File: src/rtl/wb_port_arbiter.sv
// Writeback write-port arbiter: loads win, ALU results wait in an in-order FIFO.
// Optional WB_ALU_BYPASS_EN lets an ALU result skip an empty, idle FIFO.
module wb_port_arbiter #(
  parameter int BUS_DATA_WIDTH = 64,
  parameter int REG_ADDR_WIDTH = 5,
  parameter int FIFO_DEPTH     = 2
) (
  input  logic                               clk,
  input  logic                               reset_n,
  input  logic                               alu_valid,
  output logic                               alu_ready,
  input  logic [REG_ADDR_WIDTH-1:0]          alu_rd,
  input  logic [BUS_DATA_WIDTH-1:0]          alu_data,
  input  logic                               ld_valid,
  input  logic [REG_ADDR_WIDTH-1:0]          ld_rd,
  input  logic [BUS_DATA_WIDTH-1:0]          ld_data,
  input  logic                               flush,
  output logic                               rf_wr_en,
  output logic [REG_ADDR_WIDTH-1:0]          rf_wr_addr,
  output logic [BUS_DATA_WIDTH-1:0]          rf_wr_data,
  output logic [$clog2(FIFO_DEPTH+1)-1:0]    fifo_count,
  output logic                               busy
);

  localparam int CNT_W = $clog2(FIFO_DEPTH + 1);
  localparam int PTR_W = $clog2(FIFO_DEPTH);

  logic [REG_ADDR_WIDTH-1:0] rdMem   [FIFO_DEPTH];
  logic [BUS_DATA_WIDTH-1:0] dataMem [FIFO_DEPTH];
  logic [PTR_W-1:0]          wrPtr, rdPtr;
  logic [CNT_W-1:0]          count;

  logic                      ldGrant, aluTake, headGrant, bypassGrant, push, grant;
  logic [REG_ADDR_WIDTH-1:0] selAddr;
  logic [BUS_DATA_WIDTH-1:0] selData;

  assign alu_ready  = (count < CNT_W'(FIFO_DEPTH));
  assign fifo_count = count;
  assign busy       = (count != '0);

  // rd==0 results are accepted (handshake completes) but never reach the port
  always_comb begin
    ldGrant   = ld_valid && (ld_rd != '0);
    aluTake   = alu_valid && alu_ready && !flush && (alu_rd != '0);
    headGrant = !ldGrant && !flush && (count != '0);
`ifdef WB_ALU_BYPASS_EN
    bypassGrant = !ldGrant && (count == '0) && aluTake;
`else
    bypassGrant = 1'b0;
`endif
    push  = aluTake && !bypassGrant;
    grant = ldGrant || headGrant || bypassGrant;

    selAddr = ld_rd;
    selData = ld_data;
    if (!ldGrant && headGrant) begin
      selAddr = rdMem[rdPtr];
      selData = dataMem[rdPtr];
    end else if (!ldGrant) begin
      selAddr = alu_rd;
      selData = alu_data;
    end
  end

  always_ff @(posedge clk or negedge reset_n) begin
    if (!reset_n) begin
      rf_wr_en   <= 1'b0;
      rf_wr_addr <= '0;
      rf_wr_data <= '0;
      count      <= '0;
      wrPtr      <= '0;
      rdPtr      <= '0;
    end else begin
      rf_wr_en <= grant;
      if (grant) begin
        rf_wr_addr <= selAddr;
        rf_wr_data <= selData;
      end
      if (flush) begin
        count <= '0;
        wrPtr <= '0;
        rdPtr <= '0;
      end else begin
        if (push)      wrPtr <= wrPtr + PTR_W'(1);
        if (headGrant) rdPtr <= rdPtr + PTR_W'(1);
        case ({push, headGrant})
          2'b10:   count <= count + CNT_W'(1);
          2'b01:   count <= count - CNT_W'(1);
          default: count <= count;
        endcase
      end
    end
  end

  // storage needs no reset: the count alone defines which entries are live
  always_ff @(posedge clk) begin
    if (push) begin
      rdMem[wrPtr]   <= alu_rd;
      dataMem[wrPtr] <= alu_data;
    end
  end

endmodule
File: config.mk
export PLATFORM = sky130hd
export DESIGN_NAME = wb_port_arbiter
export DESIGN_NICKNAME = d
export VERILOG_FILES = /design/src/rtl/wb_port_arbiter.sv
export SDC_FILE = /design/constraint.sdc
export NUM_CORES = 1
export LEC_CHECK = 0
export ABC_CLOCK_PERIOD_IN_PS = 7550
export CELL_PAD_IN_SITES_DETAIL_PLACEMENT = 0
export CELL_PAD_IN_SITES_GLOBAL_PLACEMENT = 1
export CORE_ASPECT_RATIO = 1.2
export CORE_MARGIN = 2
export CORE_UTILIZATION = 35
export DETAILED_ROUTE_END_ITERATION = 6
export PLACE_DENSITY_LB_ADDON = 0.1
export REMOVE_ABC_BUFFERS = 1
export SLEW_MARGIN = 10
export SYNTH_ARGS = -nofsm -noshare
export SYNTH_HDL_FRONTEND = slang
export SYNTH_SLANG_ARGS = --single-unit
export TNS_END_PERCENT = 50
File: constraint.sdc
create_clock -name clk -period 7.55 [get_ports clk]
set_input_delay 1.51 -clock clk [delete_from_list [all_inputs] [get_ports clk]]
set_output_delay 1.51 -clock clk [all_outputs]
set_load 0.01 [all_outputs]
Yosys cells after proc, flatten, opt, wreduce, memory -nomap -nowiden:

Memory sizes are Yosys's and may differ from the RTL's.
Index checks and enable logic that the tools add are counted.

* eq/ne operators: 2
* reductions and logical operators: 16
* muxes and demuxes: 12
* add/subtract/negate cells: 4
* magnitude comparators: 1

Operators by type and width (number)
* 2-to-1 mux 64 bit: 2
* 2-to-1 mux 5 bit: 2
* nonzero test 5 bit: 2
* logical AND 1 bit: 7
* 2-to-1 mux 1 bit: 6
* nonzero test 2 bit: 3
* case mux 2 bit (2 select lines): 1
* nonzero test 3 bit: 1
* adder 1 bit (second input constant): 2
* adder 2 x 1 -> 2 bit (second input constant): 1
* equality test 2 x 1 -> 1 bit (second input constant): 1
* equality test 2 bit (second input constant): 1
* zero test 1 bit: 2
* less-than comparator 2 bit (second input constant): 1
* 2-to-1 mux 2 bit: 1
* subtractor 2 x 1 -> 2 bit (second input constant): 1
* logical OR 1 bit: 1

* input bits: 143
* memories: 2
* word-level logic and storage cells: 43
* output and inout port bits: 74
* bits in writable memories: 138
* register bits after elaboration: 74

Memory list
* dataMem: words 2, bits a word 64, rd ports 1, clocked after memory_dff 0, write ports 1, RTL line 29 `logic [BUS_DATA_WIDTH-1:0] dataMem [FIFO_DEPTH];`
* rdMem: words 2, bits a word 5, rd ports 1, clocked after memory_dff 0, write ports 1, RTL line 28 `logic [REG_ADDR_WIDTH-1:0] rdMem [FIFO_DEPTH];`

Longest topological paths before layout:

Gate-level depths: netlist (run 1).

* depth after elaboration: 8
* gate-level depth with buffers: 7

Worst setup path before layout (run 1):

Ideal clock, no wire load.

* path kind: input-to-reg
* from: input port alu_rd[1]
* to: memory dataMem[1][0] (enable)
* arrival: 6.885 ns
* data required time: 6.955 ns
* stages: 3
* path buffers: 0
* setup slack: 0.069 ns
* path through: or4_1 > o211ai_1 > nor3b_1

* longest elaborated chain between the ends: 4

RTL lines
* from (decl): RTL line 12 `input logic [REG_ADDR_WIDTH-1:0] alu_rd,`
* nonzero test 5 bit: RTL line 44 `aluTake = alu_valid && alu_ready && !flush && (alu_rd != '0);`
* logical AND 1 bit: RTL line 44
* 2-to-1 mux 1 bit: RTL line 97 `if (push) begin`
* 2-to-1 mux 1 bit (not written as such): RTL line 99 `dataMem[wrPtr] <= alu_data;`
* to (decl): RTL line 29

Every way passes these cells.

Worst setup path in the final report (run 1):

* from: input port alu_rd[2]
* to: memory dataMem[1][45] (enable)

The elaborated chain is that of the path after synthesis.

==> impl_metrics.env, run 1 <==
export IMPL_die_y_um=172
export IMPL_crit_chain="clkdlybuf4s50_1, or4_1, o211ai_1, nor3b_2, buf_4"
export IMPL_worst_slew_pin_transition_ns=1.02
export IMPL_num_fill_cells=2071
export IMPL_critical_path_slowest_cell="sky130_fd_sc_hd__or4_1"
export IMPL_cp_data_required_time_ns=7.66
export IMPL_first_pass_iters=4
export IMPL_clk_pin_slew_ns=0.06
export IMPL_reg2regPathDepth=5
export IMPL_post_route_min_period_ns=3.54
export IMPL_clk_insertion_delay_late_ns=0.50
export IMPL_top_layer="met4"
export IMPL_die_area_mm2=0.0248
export IMPL_gr_usage_total_pct=15.1
export IMPL_ctsHtreeMaxLevel=1
export IMPL_portion_of_the_clock_cycle_consumed_by_the_worst_path_in_the_final_layout_pct=46.9
export IMPL_dr_total_vias=5507
export IMPL_leakagePower_nw=4.04
export IMPL_post_cts_resize_count=0
export IMPL_antenna_left=0
export IMPL_cell_type_contributing_the_most_total_cell_area_after_synthesis="sky130_fd_sc_hd__edfxtp_1"
export IMPL_finish_net_count=974
export IMPL_port_buffers=216
export IMPL_timing_fmax_ghz=0.282
export IMPL_cts_tree="yes"
export IMPL_wl_met3_mm=1.29
export IMPL_drtIter0Drc=254
export IMPL_pwr_density_cell_mw_per_mm2=250
export IMPL_routed_wl_per_cell_um=16.4
export IMPL_netlist_instances=623
export IMPL_setup_worst_path_start_class="primary input"
export IMPL_diodes=0
export IMPL_yosys_area_top_type_share_pct=50.3
export IMPL_cts_buffers=23
export IMPL_max_slew_margin_pct=32.0
export IMPL_drt_total_wl_mm=19.0
export IMPL_design_core_area_mm2=0.0231
export IMPL_io_pins=217
export IMPL_rsz_0062_raised_after_global_routing="no"
export IMPL_crit_path_end_kind="flop"
export IMPL_grt_max_degree=83
export IMPL_cts_root_buf="sky130_fd_sc_hd__clkbuf_16"
export IMPL_layout_setup_ws_ns=4.01
export IMPL_detailed_place_hpwl_mm=12.0
export IMPL_synth_cell_types=26
export IMPL_cp_slowest_stage_delay_ns=0.61
export IMPL_die_w_um=144
export IMPL_cts_sink_count=212
export IMPL_num_rows=61
export IMPL_grt_pass1_vias=5680
export IMPL_max_cap_violations=0
export IMPL_finalClockSkew_ns=0.0172
export IMPL_setup_tns_final_ns=0
export IMPL_worstSetupStartpoint="alu_rd[2]"
export IMPL_syn_cell_area_mm2=0.00823
export IMPL_min_delay_start="rf_wr_data[7]"
export IMPL_status="complete, no violations"
export IMPL_global_route_wire_length_before_repair_mm=29.3
export IMPL_slew_viol_final=0
export IMPL_synth_top_cells_by_area="sky130_fd_sc_hd__edfxtp_1, sky130_fd_sc_hd__dfrtp_1, sky130_fd_sc_hd__o21ai_0, sky130_fd_sc_hd__mux2i_1, sky130_fd_sc_hd__nand2_1"
export IMPL_antenna_found_initial=0
export IMPL_synth_seq_cells=212
export IMPL_crit_reg2reg_launch="fifo_count[0]"
export IMPL_hp_class="flop to flop"
export IMPL_crit_type="primary input to flop"
export IMPL_hold_path_cell_count=2
export IMPL_cp_data_arrival_time_ns=3.65
export IMPL_routed_length_on_met1_mm=7.55
export IMPL_globalRouteOverflowTotal=0
export IMPL_crit_fanout=69
export IMPL_max_clock_path_buffers=3
export IMPL_max_vdd_ir_drop_uv=187
export IMPL_finalWeightedCongestion=0.724
export IMPL_post_cts_buffers=0
export IMPL_report_final_hold_viol_count=0
export IMPL_seq_area_frac_synth_pct=72.8
export IMPL_share_of_final_layout_standard_cells_stronger_than_drive_strength_1_pct=5.66
export IMPL_routed_via_density=4.74
export IMPL_initial_utilization_pct=35.6
export IMPL_drc_errors=0
export IMPL_area_growth_synth_to_final_pct=39.5
export IMPL_cts_hold_repair_buffers=0
export IMPL_setup_viol_count_final=0
export IMPL_pre_cts_worst_setup_slack_ns=3.48
export IMPL_avg_cell_area_syn_um2=13.2
export IMPL_synth_warning_count=0
export IMPL_wl_met2_mm=9.74
-- cell usage in the layout, fill, tap and decap left out, types with 2 or more instances in the layout --
cell / synthesis / layout
sky130_fd_sc_hd__inv_1: 3 / 3
sky130_fd_sc_hd__clkbuf_1: 26 / 4
sky130_fd_sc_hd__clkbuf_16: 0 / 23
sky130_fd_sc_hd__mux2i_1: 69 / 69
sky130_fd_sc_hd__a221oi_1: 2 / 2
sky130_fd_sc_hd__clkinv_2: 0 / 4
sky130_fd_sc_hd__clkinv_1: 0 / 2
sky130_fd_sc_hd__clkbuf_8: 0 / 3
sky130_fd_sc_hd__a21oi_1: 4 / 4
sky130_fd_sc_hd__bufinv_16: 0 / 4
sky130_fd_sc_hd__edfxtp_1: 138 / 138
sky130_fd_sc_hd__buf_4: 0 / 6
sky130_fd_sc_hd__clkdlybuf4s50_1: 0 / 215
sky130_fd_sc_hd__o21ai_0: 140 / 140
sky130_fd_sc_hd__nor2_1: 5 / 5
sky130_fd_sc_hd__nand2_1: 136 / 136
sky130_fd_sc_hd__dfrtp_1: 74 / 73
sky130_fd_sc_hd__inv_6: 0 / 2
sky130_fd_sc_hd__or3_1: 2 / 2
-- path summary, 6_finish.rpt --
kind	slack (ns)	to
worst min register to register	0.58	rf_wr_data[7]
worst max register to register	5.21	rf_wr_data[23]
worst max-delay path	4.01	dataMem[1][45]
worst min-delay path	0.58	rf_wr_data[7]
min in group asynchronous	1.20	rf_wr_data[33]
max in group asynchronous	5.60	rdPtr
-- worst max-delay path: cells and delay by family --
| family | cells | cell delay, ns |
|---|---|---|
| buffers and inverters | 2 | 0.86 |
| and+or+nand+nor | 2 | 0.71 |
| AOI/OAI and AO/OA | 1 | 0.48 |
-- routing by layer --
| metal | up-vias | track usage [%] |
|---|---|---|
| li1 | 2660 | - |
| met1 | 2655 | 18.4 |
| met2 | 163 | 27.0 |
| met3 | 29 | 3.05 |
| met4 | 0 | 4.73 |
| met5 | - | 0 |
-- Yosys cell counts (all sizes together) --
| cell | count |
|---|---|
| o21ba | 1 |
| o21ai | 140 |
| dfrtp | 74 |
| xor2 | 1 |
| nand2 | 136 |
| edfxtp | 138 |
| nor3b | 1 |
| a21o | 1 |
| nor3 | 1 |
| inv | 3 |
| o211ai | 1 |
| a31oi | 1 |
| clkbuf | 26 |
| nor2 | 5 |
| o21a | 1 |
| buf | 12 |
| o2111ai | 1 |
| a221oi | 2 |
| or4 | 2 |
| nand3 | 1 |
| a21oi | 4 |
| mux2i | 69 |
| or3 | 2 |
-- registers in the layout, summed over array words and instances (netlist names) --
name	count
dataMem	128
fifo_count	2
rdMem	10
rdPtr	1
rf_wr_addr	5
rf_wr_data	64
rf_wr_en	1
wrPtr	1
-- report_power, final --
part           leakage (nW)  switching, mW  internal, mW  total (mW)
clock network         0.394          0.441         0.728        1.17
logic                  1.48          0.154         0.192       0.346
registers              2.16         0.0396          1.32        1.36
-- logic make-up (layout without fill, tap and decap cells) --
family / Yosys count / in the layout / share of synthesized area, %
flip-flops: 212 / 212 / 72.8
AO/OA/AOI/OAI: 152 / 152 / 9.55
AND/OR/NAND/NOR: 148 / 148 / 7.02
multiplexers: 69 / 69 / 8.39
buffers and inverters: 41 / 266 / 2.10
XOR/XNOR: 1 / 1 / 0.106
-- metrics by stage --
step                      util (%)  cell area [µm²]  power [mW]  std cells  hold WS (ns)
after floorplan                  -             8070        1.52        585         0.519
after global placement        46.2            10700        1.73       1121         0.563
after detailed placement      46.2            10700        1.74       1121         0.580
after CTS                     49.7            11500        2.92       1163         0.596
after global routing          49.7            11500        3.00       1163         0.620
final                         49.7            11500        2.88       1163         0.582
-- area by class of cell --
cell class                      count  area [µm²]  area share [%]
Multi-Input combinational cell    370        2090            18.2
Timing Repair Buffer              221        2200            19.1
Clock inverter                     12         165            1.44
Clock buffer                       30         632            5.50
Tap cell                          315         394            3.43
Sequential cell                   212        6000            52.2
Inverter                            3        11.3          0.0980
Note: power is estimated with default switching activity, not from simulation.
==> run 2: changes to the inputs <==
--- a/config.mk
+++ b/config.mk
@@ -5,7 +5,7 @@
 export SDC_FILE = /design/constraint.sdc
 export NUM_CORES = 1
 export LEC_CHECK = 0
-export ABC_CLOCK_PERIOD_IN_PS = 7550
+export ABC_CLOCK_PERIOD_IN_PS = 3250
 export CELL_PAD_IN_SITES_DETAIL_PLACEMENT = 0
 export CELL_PAD_IN_SITES_GLOBAL_PLACEMENT = 1
 export CORE_ASPECT_RATIO = 1.2
==> constraint.sdc (replaced) <==
create_clock -name clk -period 3.25 [get_ports clk]
set_input_delay 0.65 -clock clk [delete_from_list [all_inputs] [get_ports clk]]
set_output_delay 0.65 -clock clk [all_outputs]
set_load 0.01 [all_outputs]
==> run 2 against run 1 <==
Compared with the run above:
- critical path depth is 2 lower
- combinational power is 140% higher
- utilization is 0.076 points higher
- global-route usage is 0.41 points higher
- clock power is 110% higher
- worst hold slack worse by 0.38 ns
- worst setup slack worse by 3.3 ns
- count of clock-buffer cells in the layout is 1 higher
- cell count is 0.52% higher
- register-to-register slack worse by 4.0 ns
- final area is 0.15% higher
- clock skew is 0.0081 ns lower
- largest cell class unchanged
- largest power group unchanged
- highest routed layer unchanged
==> impl_metrics.env, run 2 (same netlist as run 1, synthesis figures left out) <==
export IMPL_dr_total_vias=5446
export IMPL_report_final_hold_viol_count=0
export IMPL_routed_wl_per_cell_um=16.8
export IMPL_max_slew_margin_pct=33.8
export IMPL_diodes=0
export IMPL_port_buffers=216
export IMPL_setup_tns_final_ns=0
export IMPL_hp_class="primary input to async pin"
export IMPL_max_cap_violations=0
export IMPL_portion_of_the_clock_cycle_consumed_by_the_worst_path_in_the_final_layout_pct=77.2
export IMPL_regToRegSetupSlack_ns=1.22
export IMPL_gr_usage_total_pct=15.5
export IMPL_slew_viol_final=0
export IMPL_crit_fanout=8
export IMPL_drc_errors=0
export IMPL_crit_path_end_kind="primary output"
export IMPL_grt_max_degree=70
export IMPL_post_route_min_period_ns=2.51
export IMPL_routed_via_density=4.66
export IMPL_leakagePower_nw=4.05
export IMPL_largest_register_ffs=128
export IMPL_cts_tree="yes"
export IMPL_global_route_wire_length_before_repair_mm=29.9
export IMPL_cts_sink_count=212
export IMPL_timing_fmax_ghz=0.399
export IMPL_antenna_found_initial=0
export IMPL_largest_register="dataMem"
export IMPL_detailed_place_hpwl_mm=12.8
export IMPL_clk_pin_slew_ns=0.06
export IMPL_status="complete, no violations"
export IMPL_reg_top3="dataMem: 128 flops, rf_wr_data: 64 flops, rdMem: 10 flops"
export IMPL_pwr_density_cell_mw_per_mm2=557
export IMPL_cp_data_arrival_time_ns=1.86
export IMPL_first_pass_iters=4
export IMPL_antenna_left=0
export IMPL_cts_root_buf="sky130_fd_sc_hd__clkbuf_16"
export IMPL_final_core_util_pct=49.7
export IMPL_die_w_um=144
export IMPL_final_common_cell="sky130_fd_sc_hd__clkdlybuf4s50_1"
export IMPL_num_rows=61
export IMPL_setup_viol_count_final=0
export IMPL_worst_slew_pin_transition_ns=0.993
export IMPL_post_cts_resize_count=0
export IMPL_finalWeightedCongestion=0.741
export IMPL_finish_net_count=982
export IMPL_layout_common_cells="sky130_fd_sc_hd__clkdlybuf4s50_1, sky130_fd_sc_hd__o21ai_0, sky130_fd_sc_hd__edfxtp_1, sky130_fd_sc_hd__nand2_1, sky130_fd_sc_hd__dfrtp_1"
export IMPL_design_core_area_mm2=0.0231
export IMPL_grt_pass1_vias=5753
export IMPL_drtIter0Drc=215
export IMPL_drt_total_wl_mm=19.6
export IMPL_cp_data_required_time_ns=2.60
export IMPL_finalClockSkew_ns=0.00912
export IMPL_ctsHtreeMaxLevel=1
export IMPL_rsz_0062_raised_after_global_routing="no"
export IMPL_area_growth_synth_to_final_pct=39.7
export IMPL_setup_worst_path_start_class="flop"
export IMPL_post_cts_buffers=0
export IMPL_max_vdd_ir_drop_uv=380
export IMPL_crit_type="flop to primary output"
export IMPL_cts_buffers=23
export IMPL_initial_utilization_pct=35.6
export IMPL_io_pins=217
export IMPL_cts_hold_repair_buffers=0
export IMPL_clk_insertion_delay_late_ns=0.49
export IMPL_die_area_mm2=0.0248
export IMPL_globalRouteOverflowTotal=0
export IMPL_die_y_um=172
export IMPL_share_of_final_layout_standard_cells_stronger_than_drive_strength_1_pct=6.32
export IMPL_max_clock_path_buffers=3
==> run 2: area by class of cell <==
type	instances	area [µm²]
clock buffer	31	636
clock inverter	9	68.8
fill	2066	11600
inverter	3	11.3
multi-input combinational	370	2090
sequential	212	6000
tap	315	394
timing repair buffer	229	2310
==> run 2: path summary, 6_finish.rpt <==
path / start / end / cells after the start
min in group clk: rf_wr_data[53] / rf_wr_data[53] / 2
min reg2reg: rf_wr_data[53] / rf_wr_data[53] / 2
max reg2reg: rdPtr / rf_wr_data[13] / 5
min: reset_n / rf_wr_data[33] / 1
max in group asynchronous: reset_n / rf_wr_data[61] / 2
max: fifo_count[0] / busy / 3
==> run 2: per-layer routing <==
layer | track usage, % | part of all wire (%)
met1 | 18.6 | 41
met2 | 27.8 | 51
met3 | 3.54 | 6.8
met4 | 4.65 | 2.1
met5 | 0 | 0
==> run 2: report_power, final <==
group	switching, mW	leakage, nW	internal [mW]	total, mW
sequential	0.101	2.16	3.07	3.17
clock	0.982	0.354	1.44	2.42
combinational	0.356	1.54	0.461	0.817
==> run 2: per-stage QoR <==
step           setup WS (ns)  hold slack [ns]  cell area, µm²  cells  power [mW]
6_report               0.743            0.204           11500   1169        6.41
5_1_grt                0.633            0.251           11500   1169        6.71
4_1_cts                0.704            0.222           11500   1169        6.52
3_5_place_dp           0.449            0.574           10800   1129        4.06
3_3_place_gp           0.505            0.560           10800   1129        4.04
2_1_floorplan          -3.37            0.354            8070    585        3.53
==> run 2: critical path: stages (launching register included) <==
cell and delay [ns]:
sky130_fd_sc_hd__dfrtp_1 0.47, sky130_fd_sc_hd__nor2_1 0.34, sky130_fd_sc_hd__inv_1 0.08, sky130_fd_sc_hd__clkdlybuf4s50_1 0.49
==> run 3: changes to the inputs <==
--- a/config.mk
+++ b/config.mk
@@ -5,7 +5,7 @@
 export SDC_FILE = /design/constraint.sdc
 export NUM_CORES = 1
 export LEC_CHECK = 0
-export ABC_CLOCK_PERIOD_IN_PS = 3250
+export ABC_CLOCK_PERIOD_IN_PS = 2210
 export CELL_PAD_IN_SITES_DETAIL_PLACEMENT = 0
 export CELL_PAD_IN_SITES_GLOBAL_PLACEMENT = 1
 export CORE_ASPECT_RATIO = 1.2
==> constraint.sdc (replaced) <==
create_clock -name clk -period 2.21 [get_ports clk]
set_input_delay 0.442 -clock clk [delete_from_list [all_inputs] [get_ports clk]]
set_output_delay 0.442 -clock clk [all_outputs]
set_load 0.01 [all_outputs]
==> run 3 against run 2 <==
Compared with the run above:
- clock skew is 0.0012 ns lower
- final area is 2.0% higher
- combinational power is 55% higher
- count of clock-buffer cells in the layout is 1 higher
- flip-flop and latch count stayed put
- first-iteration DRC count is 23% higher
- critical path depth stayed put
- worst hold slack better by 0.28 ns
- total power is 53% higher
- clock power is 61% higher
- non-clock buffer count is 9 higher
- largest cell class unchanged
==> impl_metrics.env, run 3 (same netlist as run 1, synthesis figures left out) <==
export IMPL_status="complete, no violations"
export IMPL_io_pins=217
export IMPL_drtIter0Drc=265
export IMPL_globalRouteOverflowTotal=0
export IMPL_multiInputGateArea_mm2=0.00209
export IMPL_final_seq_area_mm2=0.00600
export IMPL_leakagePower_nw=4.14
export IMPL_post_route_min_period_ns=2.13
export IMPL_largest_register_ffs=128
export IMPL_layout_setup_ws_ns=0.0833
export IMPL_design_core_area_mm2=0.0231
export IMPL_layout_cells_non_filler=1178
export IMPL_timing_fmax_ghz=0.470
export IMPL_die_y_um=172
export IMPL_cp_data_arrival_time_ns=1.68
export IMPL_die_area_mm2=0.0248
export IMPL_final_common_cell="sky130_fd_sc_hd__clkdlybuf4s50_1"
export IMPL_crit_fanout=8
export IMPL_drc_errors=0
export IMPL_fin_total_pwr_mw=9.80
export IMPL_antenna_found_initial=0
export IMPL_crit_path_end_kind="primary output"
export IMPL_hp_class="primary input to async pin"
export IMPL_global_route_wire_length_before_repair_mm=30.3
export IMPL_largest_register="dataMem"
export IMPL_clk_pin_slew_ns=0.06
export IMPL_setup_worst_path_start_class="flop"
export IMPL_layout_common_cells="sky130_fd_sc_hd__clkdlybuf4s50_1, sky130_fd_sc_hd__o21ai_0, sky130_fd_sc_hd__edfxtp_1, sky130_fd_sc_hd__nand2_1, sky130_fd_sc_hd__dfrtp_1"
export IMPL_detailed_place_hpwl_mm=13.5
export IMPL_cts_sink_count=212
export IMPL_gr_usage_total_pct=15.7
export IMPL_slew_viol_final=0
export IMPL_whs_ns=0.479
export IMPL_max_cap_violations=0
export IMPL_antenna_left=0
export IMPL_first_pass_iters=4
export IMPL_num_fill_cells=2088
export IMPL_cp_data_required_time_ns=1.77
export IMPL_rsz_0062_raised_after_global_routing="no"
export IMPL_clk_insertion_delay_late_ns=0.49
export IMPL_initial_utilization_pct=35.6
export IMPL_port_buffers=216
export IMPL_dr_total_vias=5515
export IMPL_worst_slew_pin_transition_ns=0.529
export IMPL_finish_net_count=990
export IMPL_post_cts_buffers=0
export IMPL_finalClockSkew_ns=0.00793
export IMPL_max_slew_margin_pct=64.7
export IMPL_drt_total_wl_mm=19.6
export IMPL_dpl_cell_area_mm2=0.0109
export IMPL_grt_pass1_vias=5827
export IMPL_finish_instance_area_mm2=0.0117
export IMPL_finalWeightedCongestion=0.700
export IMPL_grt_max_degree=67
export IMPL_area_growth_synth_to_final_pct=42.5
export IMPL_crit_chain="nor2_4, inv_1, clkdlybuf4s50_1"
export IMPL_max_vdd_ir_drop_uv=485
export IMPL_regToRegSetupSlack_ns=0.33
export IMPL_reg_top3="dataMem: 128 flops, rf_wr_data: 64 flops, rdMem: 10 flops"
export IMPL_setup_viol_count_final=0
export IMPL_cts_tree="yes"
export IMPL_diodes=0
export IMPL_routed_via_density=4.68
export IMPL_max_clock_path_buffers=3
export IMPL_routed_wl_per_cell_um=16.7
export IMPL_cp_slowest_stage_delay_ns=0.49
export IMPL_num_rows=61
export IMPL_portion_of_the_clock_cycle_consumed_by_the_worst_path_in_the_final_layout_pct=96.2
export IMPL_cts_root_buf="sky130_fd_sc_hd__clkbuf_16"
export IMPL_pwr_density_cell_mw_per_mm2=835
export IMPL_ctsHtreeMaxLevel=1
export IMPL_critical_path_slowest_cell="sky130_fd_sc_hd__dfrtp_2"
export IMPL_report_final_hold_viol_count=0
export IMPL_pre_cts_worst_setup_slack_ns=-0.171
export IMPL_numPlacedInstances=1137
export IMPL_die_w_um=144
export IMPL_crit_type="flop to primary output"
export IMPL_cts_buffers=22
export IMPL_share_of_final_layout_standard_cells_stronger_than_drive_strength_1_pct=7.18
-- run 3: cell type report --
cell class / count / area share, %
repair buffers: 238 / 21.0
well taps: 315 / 3.36
flip-flops and latches: 212 / 51.1
clock buffers: 32 / 5.36
clock inverters: 8 / 1.18
multi-input cells: 370 / 17.9
inverters: 3 / 0.0960
-- run 3: metal layers --
layer / GRT usage [%] / share of wire [%]
met1: 18.7 / 40
met2: 28.5 / 52
met3: 3.52 / 6.4
met4: 3.88 / 1.6
met5: 0 / 0
-- run 3: power breakdown --
group	internal [mW]	total [mW]	switching [mW]
sequential	4.51	4.62	0.111
combinational	0.708	1.27	0.565
clock	2.44	3.90	1.46
-- run 3: through the flow --
| stage | util (%) | TNS [ns] |
|---|---|---|
| after floorplan | - | -623.78 |
| after global placement | 47.3 | -18.16 |
| after detailed placement | 47.3 | -21.75 |
| after CTS | 50.7 | 0 |
| after global routing | 50.7 | 0 |
| final | 50.7 | 0 |
-- run 3: path summary, 6_finish.rpt --
path,start,end,cells past startpoint
min,reset_n,rf_wr_data[42],2
max reg2reg,fifo_count[1],dataMem[1][56],5
max in group asynchronous,reset_n,rf_wr_data[25],3
min in group clk,ld_data[9],rf_wr_data[9],3
max,fifo_count[0],busy,3
min reg2reg,rf_wr_data[29],rf_wr_data[29],2
-- run 3: worst max-delay path: cells and delay by family, from the launching register on --
kind / cells / cell delay (ns)
buf+inv: 2 / 0.52
simple gates: 1 / 0.18
flops: 1 / 0.49
-- run 3: repair_timing --
| action | in CTS | in global routing |
|---|---|---|
| setup endpoints to repair | 1 | 0 |
| endpoints found under the hold margin | 34 | 0 |
| gates resized for setup | 3 | 0 |
| hold buffers | 1 | 0 |
